--- src/rtl/uart_tx_frame_gen.sv ---
// UART transmitter: pops words from a FWFT buffer and sends start/data/parity/stop frames back to back.
// Optional line-break support is compiled in with `define UART_TX_BREAK_EN (adds input tx_break).
module uart_tx_frame_gen #(
    parameter int CLK_FREQ  = 50_000_000,
    parameter int BAUD      = 115_200,
    parameter int DATA_BITS = 8,
    parameter int PARITY    = 0,
    parameter int STOP_BITS = 1
) (
    input  logic                 clk,
    input  logic                 rst,
    input  logic [DATA_BITS-1:0] tx_data,
    input  logic                 tx_buf_not_empty,
`ifdef UART_TX_BREAK_EN
    input  logic                 tx_break,
`endif
    output logic                 tx_read_buf,
    output logic                 tx_pin_out,
    output logic                 tx_busy
);

    localparam int DIV   = CLK_FREQ / BAUD;
    localparam int CNT_W = (DIV > 1) ? $clog2(DIV) : 1;
    localparam logic [CNT_W-1:0] CNT_LAST  = CNT_W'(DIV - 1);
    localparam logic [3:0]       DATA_LAST = 4'(DATA_BITS - 1);
    localparam logic [3:0]       STOP_LAST = 4'(STOP_BITS - 1);

    generate
        if (DIV < 4) begin : g_bad_div
            $error("uart_tx_frame_gen: CLK_FREQ/BAUD must be >= 4");
        end
        if (DATA_BITS < 5 || DATA_BITS > 9) begin : g_bad_data_bits
            $error("uart_tx_frame_gen: DATA_BITS must be 5..9");
        end
        if (PARITY < 0 || PARITY > 2) begin : g_bad_parity
            $error("uart_tx_frame_gen: PARITY must be 0, 1 or 2");
        end
        if (STOP_BITS < 1 || STOP_BITS > 2) begin : g_bad_stop_bits
            $error("uart_tx_frame_gen: STOP_BITS must be 1 or 2");
        end
    endgenerate

    typedef enum logic [2:0] {
        IDLE,
        START,
        DATA,
        PAR,
        STOP
`ifdef UART_TX_BREAK_EN
        ,
        BRK,
        MAB
`endif
    } state_t;

    state_t                 state_q, state_d;
    logic [CNT_W-1:0]       cnt_q, cnt_d;
    logic [3:0]             bit_q, bit_d;
    logic [DATA_BITS-1:0]   shift_q, shift_d;
    logic                   par_q, par_d;
    logic                   pin_q, pin_d;
    logic                   busy_q, busy_d;
    logic                   pop_q, pop_d;
    logic                   baud_done;
    logic                   load;

    assign baud_done = (cnt_q == CNT_LAST);

    always_comb begin
        state_d = state_q;
        cnt_d   = baud_done ? '0 : cnt_q + CNT_W'(1);
        bit_d   = bit_q;
        shift_d = shift_q;
        par_d   = par_q;
        pin_d   = pin_q;
        busy_d  = busy_q;
        pop_d   = 1'b0;
        load    = 1'b0;

        case (state_q)
            IDLE: begin
                cnt_d  = '0;
                pin_d  = 1'b1;
                busy_d = 1'b0;
`ifdef UART_TX_BREAK_EN
                if (tx_break) begin
                    state_d = BRK;
                    pin_d   = 1'b0;
                    busy_d  = 1'b1;
                end else
`endif
                if (tx_buf_not_empty) begin
                    load = 1'b1;
                end
            end
            START: begin
                if (baud_done) begin
                    state_d = DATA;
                    pin_d   = shift_q[0];
                end
            end
            DATA: begin
                if (baud_done) begin
                    shift_d = shift_q >> 1;
                    if (bit_q == DATA_LAST) begin
                        bit_d = '0;
                        if (PARITY != 0) begin
                            state_d = PAR;
                            pin_d   = par_q;
                        end else begin
                            state_d = STOP;
                            pin_d   = 1'b1;
                        end
                    end else begin
                        bit_d = bit_q + 4'd1;
                        pin_d = shift_q[1];
                    end
                end
            end
            PAR: begin
                if (baud_done) begin
                    state_d = STOP;
                    pin_d   = 1'b1;
                end
            end
            STOP: begin
                if (baud_done) begin
                    if (bit_q == STOP_LAST) begin
                        bit_d = '0;
`ifdef UART_TX_BREAK_EN
                        if (tx_break) begin
                            state_d = BRK;
                            pin_d   = 1'b0;
                        end else
`endif
                        if (tx_buf_not_empty) begin
                            load = 1'b1;
                        end else begin
                            state_d = IDLE;
                            busy_d  = 1'b0;
                            pin_d   = 1'b1;
                        end
                    end else begin
                        bit_d = bit_q + 4'd1;
                    end
                end
            end
`ifdef UART_TX_BREAK_EN
            BRK: begin
                cnt_d = '0;
                if (!tx_break) begin
                    state_d = MAB;
                    pin_d   = 1'b1;
                end
            end
            // mark-after-break: one full bit time high before IDLE may start a frame
            MAB: begin
                if (baud_done) begin
                    state_d = IDLE;
                end
            end
`endif
            default: begin
                state_d = IDLE;
                pin_d   = 1'b1;
                busy_d  = 1'b0;
            end
        endcase

        // Frame start shared by IDLE and the zero-gap STOP exit
        if (load) begin
            state_d = START;
            cnt_d   = '0;
            bit_d   = '0;
            shift_d = tx_data;
            par_d   = (PARITY == 1) ? ~(^tx_data) : (^tx_data);
            pin_d   = 1'b0;
            busy_d  = 1'b1;
            pop_d   = 1'b1;
        end
    end

    always_ff @(posedge clk or posedge rst) begin
        if (rst) begin
            state_q <= IDLE;
            cnt_q   <= '0;
            bit_q   <= '0;
            shift_q <= '0;
            par_q   <= 1'b0;
            pin_q   <= 1'b1;
            busy_q  <= 1'b0;
            pop_q   <= 1'b0;
        end else begin
            state_q <= state_d;
            cnt_q   <= cnt_d;
            bit_q   <= bit_d;
            shift_q <= shift_d;
            par_q   <= par_d;
            pin_q   <= pin_d;
            busy_q  <= busy_d;
            pop_q   <= pop_d;
        end
    end

    assign tx_read_buf = pop_q;
    assign tx_pin_out  = pin_q;
    assign tx_busy     = busy_q;

endmodule
--- config.mk ---
export PLATFORM = sky130hd
export DESIGN_NAME = uart_tx_frame_gen
export DESIGN_NICKNAME = d
export VERILOG_FILES = /design/src/rtl/uart_tx_frame_gen.sv
export SDC_FILE = /design/constraint.sdc
export NUM_CORES = 1
export LEC_CHECK = 0
export BUFFER_PORTS_ARGS = -buffer_cell sky130_fd_sc_hd__buf_4
export CORE_ASPECT_RATIO = 0.6
export CORE_UTILIZATION = 50
export CTS_CLUSTER_DIAMETER = 200
export DETAILED_ROUTE_END_ITERATION = 7
export PLACE_DENSITY = 0.73
export SYNTH_ARGS = -nofsm -noshare
export SYNTH_HDL_FRONTEND = slang
export SYNTH_SLANG_ARGS = --single-unit
--- constraint.sdc ---
create_clock -name clk -period 2.3 [get_ports clk]
set_input_delay 0.575 -clock clk [delete_from_list [all_inputs] [get_ports clk]]
set_output_delay 0.575 -clock clk [all_outputs]
set_load 0.05 [all_outputs]
# Word level (Yosys, flattened, before mapping)
# Cells that the tools add are included.
# totals
reg_bits	27
input_bits	11
wordCells	75
output_inout_bits	3
# classes
add_sub_neg	2
eq_ne	15
reduce_logical	11
muxes	40
# ops
operator	count
$mux 9	3
$mux 3	8
$mux 8	3
$ne 3x3->1 const B	7
$mux 4	5
$mux 1	16
$pmux 3 s5	1
$add 9x1->9 const B	1
$eq 9x9->1 const B	1
$pmux 4 s2	1
$reduce_and 8->1	1
$eq 3x2->1 const B	2
$reduce_and 6->1	1
$add 4x1->4 const B	1
$eq 4x3->1 const B	1
$logic_not 4->1	1
$pmux 1 s2	2
$pmux 1 s4	1
$reduce_and 4->1	1
$reduce_bool 2->1	2
$eq 3x1->1 const B	1
$eq 3x3->1 const B	1
$logic_not 3->1	1
$reduce_and 3->1	1
5 further kinds	5

# Logic depth before layout (Yosys ltp)
# Gate-level depths: netlist of the first run.
# depth
depth_word	6
ltp_mapped	9
ltp_nobuf	8

# Worst setup path after synthesis of the first run
# OpenSTA, ideal clock, no wires.
# synth_timing
kind	flip-flop to flip-flop
from	register cnt_q[1]
to	register bit_q[3]
path_buffers	0
setup_ps	118
setup_slack_ps	488
required_time_ps	2182
arrival_time_ps	1694
path_stages_with_launch	8
period_less_slack_ps	1812
cell_sequence	dfrtp_1 -> inv_1 -> ha_1 -> nand4b_2 -> o41ai_4 -> nand3_4 -> a22o_1 -> a21o_1
# synth_between
elab_chain_cells	5
elab_cells_between_ends	8
classes_between	eq/ne (3); mux (3); reduce/logical (2)
# synth_lines
item	line	source
from (decl)	57	logic [CNT_W-1:0] cnt_q, cnt_d;
from (signal assigned)	195	cnt_q <= cnt_d;
$eq 9x9->1 (*)	67	assign baud_done = (cnt_q == CNT_LAST);
$mux 1	127	if (baud_done) begin
$pmux 1 s2	80	case (state_q)
$ne 3x3->1 (no source line) or $reduce_bool 3->1 (tied branches)	-	
$reduce_and 3->1 (no source line)	-	
to (signal assigned)	196	bit_q <= bit_d;
to (decl)	58	logic [3:0] bit_q, bit_d;
# Every way passes the cells marked *; elsewhere a longest branch is shown, timed or not.
# A chain may end at the register's enable or synchronous reset.

# Final worst setup path of the first run
# layout_timing
from	register cnt_q[1]
to	register shift_q[4]
# layout_between
elab_chain_cells	5
elab_cells_between_ends	7
classes_between	eq/ne (1); mux (3); reduce/logical (3)
# layout_lines
item	line	source
$eq 9x9->1 (*)	67	
$mux 1	127	
$pmux 1 s2	80	
$reduce_bool 2->1 (no source line)	-	
$reduce_and 2->1 (no source line)	-	
to (signal assigned)	197	shift_q <= shift_d;
to (decl)	59	logic [DATA_BITS-1:0] shift_q, shift_d;
# Marked as above.

==> results of run 1 <==
-- through the flow --
step	std cells	hold slack (ns)	power [mW]	instance area, um^2
2_1_floorplan	136	0.450	0.491	1420
3_5_place_dp	181	0.468	0.509	1560
5_1_grt	185	0.399	0.798	1600
4_1_cts	185	0.377	0.775	1600
6_report	185	0.359	0.769	1600
3_3_place_gp	181	0.459	0.509	1560
-- cells in the mapped netlist --
master / number
sky130_fd_sc_hd__ha_1: 4
sky130_fd_sc_hd__nor4b_4: 1
sky130_fd_sc_hd__nand3_4: 1
sky130_fd_sc_hd__inv_1: 5
sky130_fd_sc_hd__dfstp_2: 1
sky130_fd_sc_hd__nor4b_1: 1
sky130_fd_sc_hd__nand2_1: 14
sky130_fd_sc_hd__or3_1: 2
sky130_fd_sc_hd__nand2b_1: 3
sky130_fd_sc_hd__and3_1: 1
sky130_fd_sc_hd__o221ai_1: 1
sky130_fd_sc_hd__o22ai_1: 2
sky130_fd_sc_hd__xnor2_1: 3
sky130_fd_sc_hd__mux2i_1: 1
sky130_fd_sc_hd__nor4_1: 1
sky130_fd_sc_hd__a21oi_1: 5
sky130_fd_sc_hd__o21ai_0: 5
sky130_fd_sc_hd__nand4b_2: 1
sky130_fd_sc_hd__dfrtp_1: 26
sky130_fd_sc_hd__o21ai_1: 2
sky130_fd_sc_hd__buf_8: 1
sky130_fd_sc_hd__or2_2: 1
sky130_fd_sc_hd__nor2_1: 17
sky130_fd_sc_hd__clkbuf_1: 2
sky130_fd_sc_hd__and3b_1: 1
sky130_fd_sc_hd__o41ai_1: 1
sky130_fd_sc_hd__nor3_1: 1
sky130_fd_sc_hd__nor2_2: 1
sky130_fd_sc_hd__a31oi_1: 1
sky130_fd_sc_hd__a21o_1: 8
sky130_fd_sc_hd__nand3_1: 6
sky130_fd_sc_hd__o41ai_4: 1
sky130_fd_sc_hd__nand4bb_4: 1
sky130_fd_sc_hd__xor2_1: 3
sky130_fd_sc_hd__a22o_1: 8
sky130_fd_sc_hd__or4_1: 1
sky130_fd_sc_hd__clkinv_4: 1
sky130_fd_sc_hd__o32ai_1: 1
-- final timing paths --
path / to / cells past startpoint / from
worst min-delay path: state_q[0]$_DFFE_PP0P_ / 2 / rst
min in group clk: shift_q[3]$_DFFE_PP0P_ / 1 / shift_q[3]$_DFFE_PP0P_
worst min register to register: shift_q[3]$_DFFE_PP0P_ / 1 / shift_q[3]$_DFFE_PP0P_
worst max-delay path: shift_q[4]$_DFFE_PP0P_ / 7 / cnt_q[1]$_DFF_PP0_
worst max register to register: shift_q[4]$_DFFE_PP0P_ / 7 / cnt_q[1]$_DFF_PP0_
max in group asynchronous: cnt_q[5]$_DFF_PP0_ / 3 / rst
-- critical path: stages, from the launching register on --
cell and delay (ns):
sky130_fd_sc_hd__dfrtp_1 0.40, sky130_fd_sc_hd__inv_1 0.06, sky130_fd_sc_hd__ha_1 0.15, sky130_fd_sc_hd__nand4b_2 0.19, sky130_fd_sc_hd__nor2_1 0.29, sky130_fd_sc_hd__nor4b_4 0.51
sky130_fd_sc_hd__nor2_2 0.15, sky130_fd_sc_hd__a21o_1 0.21
-- per-layer routing --
metal | routed length (um) | GRT usage (%) | vias up
met5 | 0 | 0 | -
met4 | 10 | 2.40 | 0
met1 | 1400 | 29.1 | 518
met2 | 1080 | 27.5 | 24
li1 | - | - | 520
met3 | 103 | 5.70 | 2
-- area by class of cell --
cell class / count / area (um^2) / area share, %
well taps: 32 / 40.0 / 2.50
flip-flops and latches: 27 / 677 / 42.3
inverters: 6 / 27.5 / 1.72
repair buffers: 16 / 120 / 7.50
multi-input cells: 100 / 692 / 43.2
clock buffers: 4 / 45.0 / 2.81
-- cells by family (layout without fill, tap and decap cells) --
group                    count (synthesis)  in the layout  share of synthesized area [%]
buffers and inverters                    9             26                           3.53
AO/OA/AOI/OAI                           35             35                           18.5
adder cells (fa/ha/maj)                  4              4                           3.53
flip-flops                              27             27                           47.7
AND/OR/NAND/NOR                         54             54                           22.3
multiplexers                             1              1                          0.705
XOR/XNOR                                 6              6                           3.70
-- power by group through the flow --
stage                     logic [mW]  clock network, mW  registers (mW)
after global placement        0.0252                  0           0.484
final                         0.0247              0.270           0.474
after detailed placement      0.0258                  0           0.484
after CTS                     0.0258              0.275           0.474
after floorplan              0.00775                  0           0.484
after global routing          0.0279              0.296           0.474
-- sequential cells by signal, summed over array words and instances (netlist names) --
register	count
tx_read_buf	1
tx_busy	1
cnt_q	9
shift_q	8
tx_pin_out	1
bit_q	4
state_q	3
-- cells in the final DEF (no fill, tap or decap), types with 2 or more instances in the layout --
master,instances
sky130_fd_sc_hd__a21o_1,8
sky130_fd_sc_hd__a21oi_1,5
sky130_fd_sc_hd__a22o_1,8
sky130_fd_sc_hd__buf_4,16
sky130_fd_sc_hd__clkbuf_8,3
sky130_fd_sc_hd__dfrtp_1,26
sky130_fd_sc_hd__ha_1,4
sky130_fd_sc_hd__inv_1,5
sky130_fd_sc_hd__nand2_1,14
sky130_fd_sc_hd__nand2b_1,3
sky130_fd_sc_hd__nand3_1,6
sky130_fd_sc_hd__nor2_1,17
sky130_fd_sc_hd__o21ai_0,5
sky130_fd_sc_hd__o21ai_1,2
sky130_fd_sc_hd__o22ai_1,2
sky130_fd_sc_hd__or3_1,2
sky130_fd_sc_hd__xnor2_1,3
sky130_fd_sc_hd__xor2_1,3
==> results by group, run 1 <==
Outcome
  • Status: completed

CTS
  • Number of buffers on the longest clock path: 2
  • Clock tree from TritonCTS: yes
  • Htree depth: 1
  • Number of buffers inserted during clock tree synthesis: 3
  • Insertion delay of the later-clocked pin in the worst-skew pair: 0.27 ns
  • Post-CTS repair timing setup buffer count: 0
  • Hold bufs inserted after CTS: 0
  • Clock transition at the register clock pins on the worst setup and hold paths after CTS: 0.09 ns
  • Number of clock sinks: 27
  • Root Buffer Master: sky130_fd_sc_hd__clkbuf_8
  • Gates resized, CTS repair: 0

Critical path
  • Highest net fanout along the worst path: 9
  • Arrival time reported for the critical path endpoint: 2.23 ns
  • Type of destination of the critical path: flip-flop
  • Reg2reg setup slack: 0.24 ns
  • Crit path launch type: flip-flop
  • CP Class: reg2reg
  • Critical Path RT: 2.46 ns

Detailed routing
  • Remaining antenna violation count: 0
  • Via total after detailed routing: 1,064
  • Residual DRC: 0
  • Total Wirelength: 2.59 mm
  • Number of vias per cell: 5.75
  • Number of detailed-routing iterations run before antenna repair: 5
  • Routed WL per cell: 14.0 um
  • Detailed router's first-iteration violation count: 112

Yosys
  • Sequential cell area fraction in the yosys report: 47.7%
  • Synthesized area per cell: 10.4 um^2
  • Post-Synthesis Cells: 136
  • Fraction of post-synthesis cell area in the top cell type by area: 45.9%
  • Distinct cells, synth: 38
  • FF+latch count, synth: 27
  • Post-synthesis net count: 151
  • Top post-synthesis cells by area: sky130_fd_sc_hd__dfrtp_1 46%, sky130_fd_sc_hd__a22o_1 4.9%, sky130_fd_sc_hd__nor2_1 4.5%, sky130_fd_sc_hd__a21o_1 4.2%, sky130_fd_sc_hd__nand2_1 3.7%
  • Yosys top cell by area: sky130_fd_sc_hd__dfrtp_1
  • YS warnings: 0
  • Mapped cell area: 1420 um^2

Power
  • Power Dens Cells: 480 nW/um^2
  • Pint: 0.611 mW
  • Net switching fraction of the power: 20.6%
  • Peak VDD IR: 0.459 mV
  • Combinational cell fraction of total power: 3.2%
  • Switching power: 0.159 mW
  • Part of the total power dissipated in the clock network: 35.1%
  • Sequential share of power: 61.7%
  • Total leakage power: 0.734 nW

Global routing
  • Number of antenna violations at the first check in global routing: 0
  • Maximum number of pins on one net before global-route repair: 17
  • All-Layer GR Usage: 19.2%
  • GR Overflow Total: 0
  • Wire length of the first global-routing pass: 4.47 mm
  • Number of global-route vias before repair: 972

Timing
  • Transition at the pin with the smallest max-transition slack: 0.586 ns
  • Count of endpoints failing setup in the final report: 0
  • Final critical-path required period: 2.06 ns
  • RSZ-0062 raised after global routing: no
  • Total negative setup slack: 0 ns
  • Number of failing hold endpoints at the final stage: 0
  • Period utilization: 89.6%
  • Final count of pins violating max slew: 0
  • Final worst clock skew: 0.00705 ns
  • Setup slack after layout: 0.238 ns
  • Max Fclk: 485 MHz
  • Relative slew slack: 60.9%

Run
  • Reported max-cap violation count: 0

Floorplanning
  • Num rows: 14
  • Die ar.: 3060 um^2
  • Area inside the core boundary: 2590 um^2
  • Floorplan die height: 43.3 um
  • Top-Level Pins: 14
  • Effective utilization at floorplan: 54.7%
  • Chip Width: 70.8 um

Finish
  • ANT cells: 0
  • Final Util: 61.8%
  • Net count reported at finish: 169
  • Growth of design area from synthesis to finish: 12.9%
  • Proportion of layout cells with a drive suffix above 1: 18.3%
  • Filler cells: 218

Placed design
  • RePlAce Congestion: 0.791
  • Worst setup slack after placement: 0.248 ns
  • Port Buffer Count: 13
  • HPWL reported at the end of detailed placement: 1.96 mm

Worst hold path
  • Worst Hold Class: in2async
Note: power is estimated with default switching activity, not from simulation.
==> run 2, diff against run 1 <==
==> constraint.sdc (replaced) <==
create_clock -name clk -period 2.3 [get_ports clk]
set_input_delay 0.345 -clock clk [delete_from_list [all_inputs] [get_ports clk]]
set_output_delay 0.345 -clock clk [all_outputs]
set_load 0.05 [all_outputs]
==> run 2 against run 1 <==
  * Non-clock buffer count rose by 2
  * Cell area rose by 0.94%
  * Global-route usage grew 0.96 points
  * Die area is the same
  * Critical endpoint is now shift_q[5]$_DFFE_PP0P_
  * Largest cell class unchanged
  * Largest power group unchanged
==> results by group, run 2 (same netlist as run 1, synthesis figures left out) <==
Global routing
  • Busiest layer in global routing: met1
  • Global-route track usage on met3: 5.70%
  • Number of global-route vias before repair: 965
  • Met2 Track Usage GR: 27.7%
  • GR Overflow Total: 0
  • All-Layer GR Usage: 20.1%
  • M1 GR Usage: 30.8%
  • Wire length of the first global-routing pass: 4.61 mm
  • Number of antenna violations at the first check in global routing: 0
  • Maximum number of pins on one net before global-route repair: 16

Critical path
  • Worst flop-to-flop path endpoint: shift_q[5]$_DFFE_PP0P_
  • RR Startpoint: cnt_q[1]$_DFF_PP0_
  • R2R depth: 8
  • Highest net fanout along the worst path: 15
  • Reg2reg setup slack: 0.36 ns
  • Arrival time reported for the critical path endpoint: 2.10 ns
  • CP Class: reg2reg
  • Type of destination of the critical path: flip-flop
  • Critical Path RT: 2.46 ns
  • Crit path launch type: flip-flop

Timing
  • Count of endpoints failing setup in the final report: 0
  • Final worst clock skew: 0.00754 ns
  • RSZ-0062 raised after global routing: no
  • Final critical-path required period: 1.94 ns
  • Total negative setup slack: 0 ns
  • Transition at the pin with the smallest max-transition slack: 0.587 ns
  • Relative slew slack: 60.5%
  • Max Fclk: 515 MHz
  • Period utilization: 84.3%
  • Final count of pins violating max slew: 0
  • Number of failing hold endpoints at the final stage: 0

Detailed routing
  • Routed WL per cell: 14.3 um
  • Via total after detailed routing: 1,072
  • Number of detailed-routing iterations run before antenna repair: 4
  • Number of vias per cell: 5.73
  • Residual DRC: 0
  • Detailed router's first-iteration violation count: 78
  • Total Wirelength: 2.68 mm
  • Remaining antenna violation count: 0

CTS
  • Htree depth: 1
  • Clock tree from TritonCTS: yes
  • Clock transition at the register clock pins on the worst setup and hold paths after CTS: 0.09 ns
  • Insertion delay of the later-clocked pin in the worst-skew pair: 0.27 ns
  • Number of clock sinks: 27
  • Gates resized, CTS repair: 0
  • Number of buffers inserted during clock tree synthesis: 3
  • Number of buffers on the longest clock path: 2
  • Root Buffer Master: sky130_fd_sc_hd__clkbuf_8

Finish
  • Post-Layout Cell Count: 187
  • Filler cells: 221
  • Cell area after layout: 1620 um^2
  • Largest register by flop count: cnt_q
  • Growth of design area from synthesis to finish: 13.9%
  • Net count reported at finish: 171
  • ANT cells: 0
  • Leading cell type in the layout, fill and taps excluded: sky130_fd_sc_hd__dfrtp_1
  • Largest registers: cnt_q: 9 flops, shift_q: 8 flops, bit_q: 4 flops
  • Max FFs per register: 9
  • Proportion of layout cells with a drive suffix above 1: 19.4%
  • Commonest cells after routing, fill and taps aside: 26 x sky130_fd_sc_hd__dfrtp_1, 18 x sky130_fd_sc_hd__buf_4, 17 x sky130_fd_sc_hd__nor2_1, 14 x sky130_fd_sc_hd__nand2_1

Run
  • Reported max-cap violation count: 0

Placed design
  • Placed cell count: 181
  • Port Buffer Count: 13
  • HPWL reported at the end of detailed placement: 1.96 mm
  • Instance area after placement: 1560 um^2
  • RePlAce Congestion: 0.792

Power
  • Total leakage power: 0.745 nW
  • Pint: 0.611 mW
  • Power Dens Cells: 473 nW/um^2
  • Part of the total power dissipated in the clock network: 34.7%
  • Final Power: 0.765 mW
  • Peak VDD IR: 0.292 mV
  • Switching power: 0.154 mW
  • Net switching fraction of the power: 20.1%
  • Sequential share of power: 62.0%
  • Combinational cell fraction of total power: 3.3%

Outcome
  • Status: completed

Floorplanning
  • Top-Level Pins: 14
  • Area inside the core boundary: 2590 um^2
  • Num rows: 14
  • Chip Width: 70.8 um
  • Effective utilization at floorplan: 54.7%
  • Die ar.: 3060 um^2
  • Floorplan die height: 43.3 um

Worst hold path
  • Worst Hold Class: in2async
run 2: cell count changes in the layout (fill, tap and decap cells not counted), sizes merged:
cell and change:
buf +2
run 2: layout make-up:
| cell class | instances | area (um^2) | share of cell area (%) |
|---|---|---|---|
| Clock buffer | 4 | 45.0 | 2.79 |
| Sequential cell | 27 | 677 | 41.9 |
| Timing Repair Buffer | 18 | 135 | 8.36 |
| Tap cell | 32 | 40.0 | 2.48 |
| Inverter | 6 | 27.5 | 1.70 |
| Multi-Input combinational cell | 100 | 692 | 42.8 |
run 2: through the flow:
step | setup WS (ns) | utilization, % | hold slack, ns
6_report | 0.360 | 62.4 | 0.0923
3_3_place_gp | 0.347 | 60.0 | 0.393
3_5_place_dp | 0.226 | 60.0 | 0.406
2_1_floorplan | 0.488 | - | 0.397
4_1_cts | 0.216 | 61.8 | 0.105
5_1_grt | 0.181 | 62.4 | 0.125
run 2: layer usage:
| layer | vias to the layer above | routed length, um | share of wire, % |
|---|---|---|---|
| li1 | 524 | - | - |
| met1 | 511 | 1450 | 54 |
| met2 | 35 | 1060 | 39 |
| met3 | 2 | 153 | 5.7 |
| met4 | 0 | 20 | 0.75 |
| met5 | - | 0 | 0 |
run 2: what timing repair did:
item,in CTS,in global routing
setup buffers,0,2
endpoints found under the setup margin,0,2
hold endpoints to repair,0,0
hold buffers,0,0
run 2: worst max-delay path by stage:
| stage | start | endpoint |
|---|---|---|
| global placement | cnt_q[1]$_DFF_PP0_ | shift_q[3]$_DFFE_PP0P_ |
| global route | cnt_q[1]$_DFF_PP0_ | shift_q[2]$_DFFE_PP0P_ |
| detailed placement | cnt_q[1]$_DFF_PP0_ | shift_q[5]$_DFFE_PP0P_ |
| CTS | cnt_q[1]$_DFF_PP0_ | shift_q[5]$_DFFE_PP0P_ |
| floorplan | cnt_q[1]$_DFF_PP0_ | bit_q[3]$_DFFE_PP0P_ |
| finish | cnt_q[1]$_DFF_PP0_ | shift_q[5]$_DFFE_PP0P_ |
run 2: critical path: stages, from the launching register on:
cell                       delay (ns)
sky130_fd_sc_hd__dfrtp_1         0.40
sky130_fd_sc_hd__inv_1           0.07
sky130_fd_sc_hd__ha_1            0.16
sky130_fd_sc_hd__nand4b_2        0.18
sky130_fd_sc_hd__o41ai_4         0.42
sky130_fd_sc_hd__nand3_4         0.16
sky130_fd_sc_hd__clkinv_4        0.15
sky130_fd_sc_hd__nor2_2          0.10
sky130_fd_sc_hd__a21o_1          0.20
run 2: power groups by stage:
| stage | registers [mW] | clock network, mW | logic (mW) |
|---|---|---|---|
| after CTS | 0.474 | 0.275 | 0.0261 |
| after floorplan | 0.484 | 0 | 0.00775 |
| final | 0.474 | 0.265 | 0.0252 |
| after global placement | 0.484 | 0 | 0.0252 |
| after detailed placement | 0.484 | 0 | 0.0260 |
| after global routing | 0.474 | 0.289 | 0.0284 |
